<file path="src/rtl/freq_meter_pkg.sv">
// freq_meter_pkg: shared FSM states, frame header bytes and frame length (FRAME_CHECKSUM_EN adds a checksum byte)
package freq_meter_pkg;
  typedef enum logic [2:0] {S_IDLE, S_LATCH, S_SEND, S_WAIT, S_GAP} state_e;
  localparam logic [7:0] HDR0 = 8'h55;
  localparam logic [7:0] HDR1 = 8'hAA;
  function automatic int frame_len(input int num_words);
`ifdef FRAME_CHECKSUM_EN
    return 4 * num_words + 3;
`else
    return 4 * num_words + 2;
`endif
  endfunction
endpackage

</file>
<file path="src/rtl/tx_watchdog.sv">
// tx_watchdog: clearable cycle counter that pulses tc_o while counting into its terminal value
module tx_watchdog #(
  parameter int TERM = 65534
) (
  input  logic clk,
  input  logic rst,
  input  logic clr_i,
  input  logic en_i,
  output logic tc_o
);
  localparam int W = $clog2(TERM) + 1;
  logic [W-1:0] cnt_q;
  // count enabled cycles since the last clear
  always_ff @(posedge clk)
    cnt_q <= (rst || clr_i) ? '0 : en_i ? cnt_q + 1'b1 : cnt_q;
  assign tc_o = en_i && (cnt_q == W'(TERM - 1));
endmodule

</file>
<file path="src/rtl/spi_frame_scheduler.sv">
// spi_frame_scheduler: snapshots measurement words and streams a 0x55 0xAA headed frame byte by byte to an SPI transmitter (FRAME_CHECKSUM_EN appends a payload checksum)
module spi_frame_scheduler
  import freq_meter_pkg::*;
#(
  parameter int NUM_WORDS      = 5,
  parameter int GAP_CYCLES     = 1000,
  parameter int TIMEOUT_CYCLES = 65535
) (
  input  logic                     sys_clk,
  input  logic                     rst,
  input  logic                     enable,
  input  logic [32*NUM_WORDS-1:0]  data_in,
  output logic [7:0]               tx_data,
  output logic                     tx_start,
  input  logic                     tx_done,
  output logic                     busy,
  output logic                     frame_done,
  output logic                     frame_err,
  output logic [15:0]              frame_cnt
);
  localparam int DW   = 32 * NUM_WORDS;
  localparam int FLEN = frame_len(NUM_WORDS);
  localparam int PEND = 2 + 4 * NUM_WORDS;
  localparam int IW   = $clog2(FLEN);
  localparam int GW   = $clog2(GAP_CYCLES) + 1;
  localparam logic [IW-1:0] LAST = IW'(FLEN - 1);

  state_e         state_q;
  logic [IW-1:0]  idx_q;
  logic [DW-1:0]  shadow_q;
  logic [GW-1:0]  gap_q;
  logic [7:0]     tx_data_q;
  logic [7:0]     csum;
  logic [15:0]    frame_cnt_q;
  logic           tx_start_q, busy_q, frame_done_q, frame_err_q, wd_tc;

  function automatic logic [7:0] frame_byte(input logic [IW-1:0] idx, input logic [DW-1:0] sh,
                                            input logic [7:0] cs);
    logic [DW-1:0] s;
    s = sh << {idx - IW'(2), 3'b000};
    return (idx == '0) ? HDR0 : (idx == IW'(1)) ? HDR1 : (int'(idx) < PEND) ? s[DW-1 -: 8] : cs;
  endfunction

`ifdef FRAME_CHECKSUM_EN
  logic [7:0] csum_q;
  // add each payload byte as it is launched so the trailing byte carries the total
  always_ff @(posedge sys_clk)
    if (rst || state_q == S_LATCH) csum_q <= '0;
    else if (state_q == S_SEND && idx_q >= IW'(2) && int'(idx_q) < PEND) csum_q <= csum_q + tx_data_q;
  assign csum = csum_q;
`else
  assign csum = 8'h00;
`endif

  tx_watchdog #(.TERM(TIMEOUT_CYCLES - 1)) u_wd (
    .clk  (sys_clk),
    .rst  (rst),
    .clr_i(state_q == S_SEND),
    .en_i (state_q == S_WAIT),
    .tc_o (wd_tc)
  );

  // frame sequencer; every output is set on the transition into the state it belongs to
  always_ff @(posedge sys_clk) begin
    if (rst) begin
      state_q      <= S_IDLE;
      idx_q        <= '0;
      shadow_q     <= '0;
      gap_q        <= '0;
      tx_data_q    <= 8'h00;
      tx_start_q   <= 1'b0;
      busy_q       <= 1'b0;
      frame_done_q <= 1'b0;
      frame_err_q  <= 1'b0;
      frame_cnt_q  <= '0;
    end else begin
      tx_start_q   <= 1'b0;
      frame_done_q <= 1'b0;
      frame_err_q  <= 1'b0;
      case (state_q)
        S_IDLE: if (enable) begin
          state_q <= S_LATCH;
          busy_q  <= 1'b1;
        end
        S_LATCH: begin
          shadow_q   <= data_in;
          idx_q      <= '0;
          tx_data_q  <= HDR0;
          tx_start_q <= 1'b1;
          state_q    <= S_SEND;
        end
        S_SEND: state_q <= S_WAIT;
        S_WAIT: if (tx_done) begin
          if (idx_q == LAST) begin
            frame_done_q <= 1'b1;
            frame_cnt_q  <= frame_cnt_q + 1'b1;
            gap_q        <= GW'(GAP_CYCLES - 1);
            state_q      <= S_GAP;
          end else begin
            idx_q      <= idx_q + IW'(1);
            tx_data_q  <= frame_byte(idx_q + IW'(1), shadow_q, csum);
            tx_start_q <= 1'b1;
            state_q    <= S_SEND;
          end
        end else if (wd_tc) begin
          frame_err_q <= 1'b1;
          gap_q       <= GW'(GAP_CYCLES - 1);
          state_q     <= S_GAP;
        end
        S_GAP: if (gap_q == '0) begin
          state_q <= S_IDLE;
          busy_q  <= 1'b0;
        end else gap_q <= gap_q - 1'b1;
        default: state_q <= S_IDLE;
      endcase
    end
  end

  assign tx_data    = tx_data_q;
  assign tx_start   = tx_start_q;
  assign busy       = busy_q;
  assign frame_done = frame_done_q;
  assign frame_err  = frame_err_q;
  assign frame_cnt  = frame_cnt_q;
endmodule
</file>
<file path="config.mk">
export PLATFORM = sky130hd
export DESIGN_NAME = spi_frame_scheduler
export DESIGN_NICKNAME = d
export VERILOG_FILES = /design/src/rtl/freq_meter_pkg.sv /design/src/rtl/tx_watchdog.sv /design/src/rtl/spi_frame_scheduler.sv
export SDC_FILE = /design/constraint.sdc
export NUM_CORES = 1
export LEC_CHECK = 0
export BUFFER_PORTS_ARGS = -buffer_cell sky130_fd_sc_hd__buf_2
export CORE_ASPECT_RATIO = 0.5
export CORE_MARGIN = 2
export CORE_UTILIZATION = 50
export DETAILED_ROUTE_END_ITERATION = 12
export MAX_ROUTING_LAYER = met4
export PLACE_DENSITY = 0.76
export RECOVER_POWER = 100
export SLEW_MARGIN = 10
export SYNTH_ARGS = -nofsm -noshare
export SYNTH_HDL_FRONTEND = slang
export SYNTH_HIERARCHICAL = 1
export SYNTH_SLANG_ARGS = --single-unit
</file>
<file path="constraint.sdc">
create_clock -name sys_clk -period 4.6 [get_ports sys_clk]
set_clock_uncertainty 0.1 [all_clocks]
set_input_delay 0 -clock sys_clk [delete_from_list [all_inputs] [get_ports sys_clk]]
set_output_delay 0 -clock sys_clk [all_outputs]
set_load 0.02 [all_outputs]
</file>
### Word-level counts from Yosys, hierarchy flattened

Index checks and enable logic that the tools add are counted.

| storage, ports and cells | value |
|---|---|
| flip-flop bits (word level) | 224 |
| word-level logic and storage cells | 77 |

| cells by class | value |
|---|---|
| add/subtract/negate cells | 5 |
| reduce and logical (&&, ||, !) cells | 15 |
| bitwise operators | 2 |
| equality and inequality tests | 14 |
| multiplexer cells | 28 |
| order comparisons | 1 |
| shift operators | 1 |

Operators with widths:

| operator | count |
|---|---|
| << shifter 160 x 8 -> 160 bit | 1 |
| 2-to-1 mux 11 bit | 4 |
| 2-to-1 mux 8 bit | 5 |
| one-hot mux 11 bit (2 select lines) | 1 |
| adder 17 x 1 -> 17 bit (second input constant) | 1 |
| equality test 17 x 16 -> 1 bit (second input constant) | 1 |
| adder 16 x 1 -> 16 bit (second input constant) | 1 |
| one-hot mux 8 bit (2 select lines) | 1 |
| 2-to-1 mux 3 bit | 5 |
| one-hot mux 3 bit (5 select lines) | 1 |
| AND reduction 3 bit | 4 |
| zero test 11 bit | 1 |
| subtractor 11 x 1 -> 11 bit (second input constant) | 1 |
| 2-to-1 mux 5 bit | 2 |
| != test 2 bit (second input constant) | 5 |
| one-hot mux 5 bit (2 select lines) | 1 |
| equality test 3 x 2 -> 1 bit (second input constant) | 2 |
| 2-to-1 mux 1 bit | 6 |
| != test 3 bit (second input constant) | 2 |
| nonzero test 2 bit | 3 |
| OR reduction 3 bit | 2 |
| adder 5 x 1 -> 5 bit (second input constant) | 1 |
| equality test 5 x 1 -> 1 bit (second input constant) | 1 |
| equality test 5 bit (second input constant) | 1 |
| 11 further kinds | 13 |

### Logic depth before layout (Yosys ltp)

Gate-level depths: netlist (run 1).

| depth | value |
|---|---|
| word-level depth | 9 |
| gate-level depth with buffers | 18 |

### Cells and area by module

The synthesis (run 1) kept the hierarchy.

By module, submodules not included:

| module | seq. area each (µm²) | area an instance (µm²) | cells each | instances |
|---|---|---|---|---|
| spi_frame_scheduler | 4,144.0 | 9,136.3 | 1,074 | 1 |
| tx_watchdog | 340.3 | 820.8 | 92 | 1 |

### Worst setup path after synthesis (run 1)

OpenSTA, ideal clock, no wires.

| timing | value |
|---|---|
| kind | reg-to-reg |
| start point | register idx_q[0] |
| end point | register tx_data_q[7], in the netlist tx_data[7] |
| arrival | 4.391 ns |
| setup slack | -0.013 ns |
| clock period less this slack | 4.613 ns |
| cell stages (with the launch flop) | 17 |
| buffers on the path | 8 |
| cell sequence | dfxtp_1 > clkbuf_2 > buf_2 > buf_2 > buf_4 > inv_1 > ha_1 > buf_2 > buf_2 > buf_2 > buf_2 > inv_1 > ha_1 > xnor2_1 > xnor2_1 > mux4_1 > a221o_1 |

| on the way | value |
|---|---|
| cells in the longest elaborated chain, start to end | 9 |
| elaborated cells on any way between the ends | 15 |
| those cells by class | 2 x add/sub; 1 x order compare; 3 x eq/ne; 1 x shift; 6 x mux; 2 x reduce/logical |

Ends and longest elaborated chain:

| what | RTL line | RTL |
|---|---|---|
| start, declared | spi_frame_scheduler.sv:29 | `logic [IW-1:0] idx_q;` |
| start signal, assigned | spi_frame_scheduler.sv:100 | `idx_q <= idx_q + IW'(1);` |
| adder 5 x 1 -> 5 bit | spi_frame_scheduler.sv:101 | `tx_data_q <= frame_byte(idx_q + IW'(1), shadow_q, csum);` |
| subtractor 5 x 2 -> 5 bit | spi_frame_scheduler.sv:40 | `s = sh << {idx - IW'(2), 3'b000};` |
| << shifter 160 x 8 -> 160 bit | spi_frame_scheduler.sv:40 |  |
| 2-to-1 mux 8 bit (3 in a row) | spi_frame_scheduler.sv:41 | `return (idx == '0) ? HDR0 : (idx == IW'(1)) ? HDR1 : (int'(idx) < PEND) ? s[DW-1 -: 8] : cs;` |
| 2-to-1 mux 8 bit | spi_frame_scheduler.sv:94 | `if (idx_q == LAST) begin` |
| 2-to-1 mux 8 bit | spi_frame_scheduler.sv:93 | `S_WAIT: if (tx_done) begin` |
| one-hot mux 8 bit (2 select lines) | spi_frame_scheduler.sv:80 | `case (state_q)` |
| end signal, assigned | spi_frame_scheduler.sv:101 |  |
| end, declared | spi_frame_scheduler.sv:32 | `logic [7:0] tx_data_q;` |

Parallel ways exist; a longest one is shown, timed or not. The select of a mux whose other input is x is not followed.
A chain may end at the register's enable or synchronous reset.

### Worst setup path after layout (run 1)

| timing | value |
|---|---|
| start point | register idx_q[1] |
| end point | register tx_data_q[7], in the netlist tx_data[7] |

Same word-level chain as after synthesis.

==> flow_summary.ini, run 1 <==
[run_status]
status = finished with violations
violations = capacitance limit, slew limit

[cts]
clock_sinks = 224
clkTransAtPathRegs_ns = 0.07
cts_buffer_depth = 3
cts_tree = done
cts_root_buffer = clkbuf_16
clk_latency_ns = 0.51
cts_max_level = 1
cts_buffers = 20

[run]
drv_cap = 1

[timing]
rsz0062_at_grt = no
setup_violations = 0
final_hold_viol_count = 0
fin_crit_ns = 3.727
fin_crit_sh = 0.8103
max_slew_margin = -0.7488
worst_pin_slew_ns = 2.623
fin_tns_setup_ns = 0
setup_ws_ns = 0.8728
fmax_mhz = 268.3
maxSlewViolCount = 131

[floorplanning]
dieArea_sq_mm = 0.02113
die-width_um = 203.6
num_rows = 36
die_h_um = 103.8
ios = 192
core_sq_mm = 0.01950
initial_core_util = 0.5105

[grt]
antenna_found_initial = 2
grt_overflow = 0
grt_max_degree = 131
grt_pass1_wl_mm = 47.84
gr-usage-all-layers = 0.2894
grt_pass1_vias = 9568

[routing]
num_vias = 9778
remaining_drc_errors = 0
wl_per_cell_um = 17.23
dr.pass1.iters = 5
first_iter_violations = 864
ant_nets = 0
routed_wl_mm = 30.14
via_per_inst = 5.591

[pwr]
p_per_area_mw_per_mm2 = 334.2
max-vdd-ir-drop_mv = 0.2360
p_leak_nw = 4.988

[yosys]
synth_cell_types = 61
async_flop_share = 0
synth-seq-area-share = 0.4504
synth_most_common_cell = nand2_1
synthesis.area_sq_mm = 0.009957
syn-instance-count = 1166
synth_commonest_cells = 347 x nand2_1, 224 x dfxtp_1, 194 x a21oi_1, 61 x clkbuf_1, 54 x nor2_1
syn_area_per_cell_sq_um = 8.539
synth-edff-count = 0
ys_warn_count = 6
synth_fp_nets = 1341
yosys-top-cells-area = dfxtp_1 45%, nand2_1 13%, a21oi_1 9.8%
synth_area_leader_cell = dfxtp_1
yosys_register_bits = 224
synthFlopType = dfxtp_1
synth_top_cell_area_share = 0.4504

[critical_path]
crit_type = reg2reg
rrSetupSlack_ns = 0.87
cp-start-kind = flop
worstPathRequired_ns = 4.89
cp_max_fo = 21
end_kind = flop
arrival_ns = 4.02

[layout]
layout-drive-gt1-share = 0.1761
stdcell_count = 1749
nNetsFinal = 1643
area_growth_syn_to_layout_pct = 32.75
final_util = 0.6777
design_area_sq_mm = 0.01322

[placed_design]
hpwlAfterDp_mm = 18.43
dpl_cell_area_sq_mm = 0.01096
io_buffer_count = 191
dp.cells = 1548
place_ws_ns = 1.216
gp_congestion = 0.9222

[worst_hold_path]
hp-class = in2reg
==> stage by stage <==
step                      hold slack, ns  power, W
after CTS                         0.1744  0.004406
after floorplan                  0.03596  0.002396
after global placement            0.1417  0.002546
after global routing              0.1912  0.004568
after detailed placement          0.1495  0.002556
final                             0.1792  0.004417
==> cells by family (layout without fill, tap and decap cells) <==
logic type | Yosys count | after routing | synth area share
flip-flops | 224 | 224 | 0.4504
AND/OR/NAND/NOR | 506 | 506 | 0.2238
other | 0 | 1 | 0
buffers and inverters | 95 | 411 | 0.04159
XOR/XNOR | 36 | 36 | 0.03167
AO/OA/AOI/OAI | 249 | 249 | 0.1379
adder cells (fa/ha/maj) | 11 | 11 | 0.01382
multiplexers | 45 | 45 | 0.1009
==> metal layers <==
metal | vias up | wire length (um) | track usage
met4 | 0 | 1232 | 0.1126
met1 | 4634 | 12480 | 0.3695
met5 | - | 0 | -
li1 | 4596 | - | -
met2 | 434 | 14190 | 0.4661
met3 | 114 | 2231 | 0.04311
==> layout by cell type (no fill, tap or decap), types with 9 or more instances in the layout <==
cell type / netlist / layout
mux4_2: 43 / 43
nand2_1: 347 / 347
nor4_1: 10 / 10
nor2_1: 54 / 53
nand3_1: 7 / 9
dlygate4sd3_1: 0 / 164
inv_1: 12 / 13
clkbuf_16: 0 / 21
a21oi_1: 194 / 194
a22o_1: 9 / 9
nand4_1: 12 / 12
xnor2_1: 19 / 19
ha_1: 11 / 10
clkbuf_1: 61 / 30
xor2_1: 17 / 17
buf_2: 10 / 162
nor3_1: 18 / 18
o21ai_0: 15 / 15
dfxtp_1: 224 / 223
==> registers in the layout, indices dropped and copies added (netlist names), 3 cells and up <==
signal,count
gap_q,11
u_wd/cnt_q,17
shadow_q,160
idx_q,5
state_q,3
frame_cnt,16
tx_data,8
==> power breakdown <==
| part | switching [W] | internal, W | total [W] | leakage (nW) |
|---|---|---|---|---|
| Combinational | 0.000284 | 0.000261 | 0.000544 | 2.82 |
| Sequential | 0.0000652 | 0.00203 | 0.00210 | 1.82 |
| Clock | 0.000756 | 0.00102 | 0.00177 | 0.347 |
==> critical path: stages (launching register included) <==
cell and delay (ns):
dfxtp_1 0.52, inv_1 0.11, ha_2 0.60, inv_1 0.09, ha_1 0.22, xnor2_1 0.15
xnor2_1 0.80, mux4_1 0.66, a221o_1 0.35
==> layout make-up <==
| type | instances | area (sq um) |
|---|---|---|
| Clock buffer | 27 | 588.1 |
| Clock inverter | 9 | 103.9 |
| Tap cell | 266 | 332.8 |
| Fill cell | 1437 | 6286 |
| Antenna cell | 1 | 2.502 |
| Timing Repair Buffer | 362 | 2613 |
| Multi-Input combinational cell | 847 | 5041 |
| Sequential cell | 224 | 4488 |
| Inverter | 13 | 48.80 |
==> path summary, 6_finish.rpt <==
path              depth (start not counted)                      start                         to
setup / recovery                          8      idx_q[1]$_SDFFE_PP0P_    tx_data[7]$_SDFFE_PP0P_
hold / removal                            4                data_in[70]  shadow_q[70]$_SDFFE_PP0P_
setup reg to reg                          8      idx_q[1]$_SDFFE_PP0P_    tx_data[7]$_SDFFE_PP0P_
hold reg to reg                           2  shadow_q[54]$_SDFFE_PP0P_  shadow_q[54]$_SDFFE_PP0P_
==> repair_timing <==
item	4_1_cts	5_1_grt
hold buffers	164	0
gates resized for setup	0	0
hold endpoints to repair	186	0
setup buffers	0	0
Power figures use the tool's default switching activity.
==> inputs of run 2 (changes only) <==
ABC_AREA = 1   (was default)
clock period = 3.21 ns   (was 4.6 ns; I/O delays follow)
==> run 2 against run 1 <==
The flow still finishes with violations (capacitance limit, slew limit). Sequential cell count did not move. Cell count up 21%. Wire length is 6.7% higher. Register-to-register slack worse by 0.49 ns. Clock power up 46%. Sequential power up 65%. Fmax grew 32%. Core utilization decreased by 0.99 points. Hold slack lost 0.024 ns. Critical endpoint is now state_q[0]$_SDFFE_PP0P_. Largest power group unchanged. Highest routed layer unchanged.
==> flow_summary.ini, run 2 <==
[timing]
max_slew_margin = -0.07515
fmax_mhz = 353.5
whs_ns = 0.1555
fin_crit_sh = 0.8812
fin_crit_ns = 2.829
setup_ws_ns = 0.3812
setup_violations = 0
fin_tns_setup_ns = 0
maxSlewViolCount = 30
rsz0062_at_grt = no
final_hold_viol_count = 0
worst_pin_slew_ns = 1.613

[cts]
cts_buffer_depth = 3
cts_buffers = 20
cts_setup_buffers = 0
clock_sinks = 224
cts_tree = done
clkTransAtPathRegs_ns = 0.07
clk_latency_ns = 0.51
cts_root_buffer = clkbuf_16
cts_max_level = 1

[pwr]
sw_frac_of_total = 0.3140
p_int_w = 0.005410
p_leak_nw = 5.957
power.switching_w = 0.002476
max-vdd-ir-drop_mv = 0.3765
p_per_area_mw_per_mm2 = 575.8
pwr-share-clk = 0.327
pwr-share-comb = 0.234
seqPwrFrac = 0.439

[yosys]
synth_most_common_cell = nor2_1
syn_area_per_cell_sq_um = 6.841
yosys-top-cells-area = dfxtp_1 43%, o21ai_0 11%, nor2_1 11%
synth_commonest_cells = 298 x nor2_1, 297 x nand2_1, 224 x dfxtp_1, 224 x o21ai_0, 123 x a21oi_1
synth-seq-area-share = 0.4295
synth_cell_types = 42
synthFlopType = dfxtp_1
ys_warn_count = 6
syn-instance-count = 1526
synth_top_cell_area_share = 0.4295
yosys_register_bits = 224
synthesis.area_sq_mm = 0.01044
async_flop_share = 0
synth_fp_nets = 1701
synth_area_leader_cell = dfxtp_1
synth-edff-count = 0

[placed_design]
dpl_cell_area_sq_mm = 0.01145
gp_congestion = 0.9109
place_ws_ns = 0.5479
dp.cells = 1911
hpwlAfterDp_mm = 20.73
io_buffer_count = 191

[grt]
grt_pass1_vias = 10720
grt_overflow = 0
gr-usage-all-layers = 0.2950
grt_max_degree = 118
grt_pass1_wl_mm = 52.03
antenna_found_initial = 1

[routing]
via_per_inst = 5.320
wl_met1_mm = 14.88
num_vias = 11240
ant_nets = 0
routed_wl_mm = 32.16
dr.pass1.iters = 5
first_iter_violations = 1130
dr_wl_met2_mm = 13.90
remaining_drc_errors = 0
wl_per_cell_um = 15.22
top_layer = met4
wl_met3_mm = 2.269

[critical_path]
cp_common_cell = nor2_1
end_kind = flop
cp_max_fo = 8
worstPathRequired_ns = 3.51
crit_type = reg2reg
max_stage_delay_ns = 0.62
slowest_stage = dlygate4sd3_1
arrival_ns = 3.12
crit_chain = nand3_2, inv_1, nand3_1, nor2_1, nand3_1, nor3_1, nor2_1, a31oi_1, nor2_1, dlygate4sd3_1
cp-start-kind = flop

[layout]
nNetsFinal = 1999
largest_reg_flops = 160
layout-drive-gt1-share = 0.1306
design_area_sq_mm = 0.01370
largest-register = shadow_q
nFillCells = 1715
layout_commonest_cell = nor2_1
final_cell_mix = 302 x nor2_1, 299 x nand2_1, 224 x o21ai_0, 223 x dfxtp_1, 164 x dlygate4sd3_1
stdcell_count = 2113
area_growth_syn_to_layout_pct = 31.18

[run_status]
violations = capacitance limit, slew limit
status = finished with violations

[floorplanning]
ios = 192
die_h_um = 106.2
core_sq_mm = 0.02051
num_rows = 37
die-width_um = 208.4
initial_core_util = 0.5091
dieArea_sq_mm = 0.02212

[run]
drv_cap = 1

[worst_hold_path]
hp-class = in2reg
run 2: cell types whose count changed in the layout (fill, tap and decap cells not counted), moves of 48 or more:
cell     delta
nand2_1    -48
nor2_1    +249
a21oi_1    -71
nand3_1    +66
o21ai_0   +209
inv_1      +80
run 2: what timing repair did:
action                                  CTS  global route
gates resized for setup                   0             0
endpoints found under the setup margin    0             0
hold endpoints to repair                185             0
hold buffers                            164             0
run 2: path summary, 6_finish.rpt:
kind,slack [ns],to,start,cells past startpoint
hold / removal,0.16,shadow_q[122]$_SDFFE_PP0P_,data_in[122],4
setup / recovery,0.38,state_q[0]$_SDFFE_PP0P_,state_q[1]$_SDFFE_PP0P_,10
setup reg to reg,0.38,state_q[0]$_SDFFE_PP0P_,state_q[1]$_SDFFE_PP0P_,10
hold reg to reg,0.35,shadow_q[114]$_SDFFE_PP0P_,shadow_q[114]$_SDFFE_PP0P_,2
run 2: power groups by stage:
stage,registers [W],logic (W),clock network [W]
floorplan,0.00345,0.00118,0
global placement,0.00350,0.00162,0
detailed placement,0.00350,0.00165,0
CTS,0.00345,0.00182,0.00260
global route,0.00350,0.00208,0.00272
finish,0.00346,0.00185,0.00258
run 2: cell families (layout without fill, tap and decap cells):
group | count (synthesis) | after routing | share of synthesized area
simple gates | 725 | 725 | 0.2905
other cells | 0 | 2 | 0
buf+inv | 192 | 504 | 0.07694
compound gates | 364 | 364 | 0.1789
fa+ha+maj | 11 | 11 | 0.01318
flops | 224 | 224 | 0.4295
xor+xnor | 10 | 10 | 0.01091
run 2: worst max-delay path: cells and delay by family, from the launching register on:
kind / cells / cell delay (ns)
buffers and inverters: 2 / 0.84
flip-flops: 1 / 0.43
AND/OR/NAND/NOR: 7 / 1.14
AO/OA/AOI/OAI: 1 / 0.22
run 2: cell type report:
class                           instances  area [sq um]  area share
Antenna cell                            2         5.005   0.0003654
Clock buffer                           32         625.6     0.04568
Multi-Input combinational cell       1110          5109      0.3730
Sequential cell                       224          4488      0.3277
Tap cell                              273         341.6     0.02494
Inverter                              101         386.6     0.02823
Timing Repair Buffer                  367          2659      0.1941
Clock inverter                          4         81.33    0.005938
run 2: per-layer routing:
metal  vias up  GRT usage
met1      5179     0.3926
met5         -          -
met4         0     0.1100
li1       5524          -
met3        96    0.05702
met2       442     0.4482
run 2: per-stage QoR:
| stage | util | power, W |
|---|---|---|
| after detailed placement | 0.5582 | 0.005154 |
| after CTS | 0.6727 | 0.007867 |
| after floorplan | - | 0.004632 |
| after global placement | 0.5582 | 0.005118 |
| final | 0.6678 | 0.007886 |
| after global routing | 0.6677 | 0.008304 |
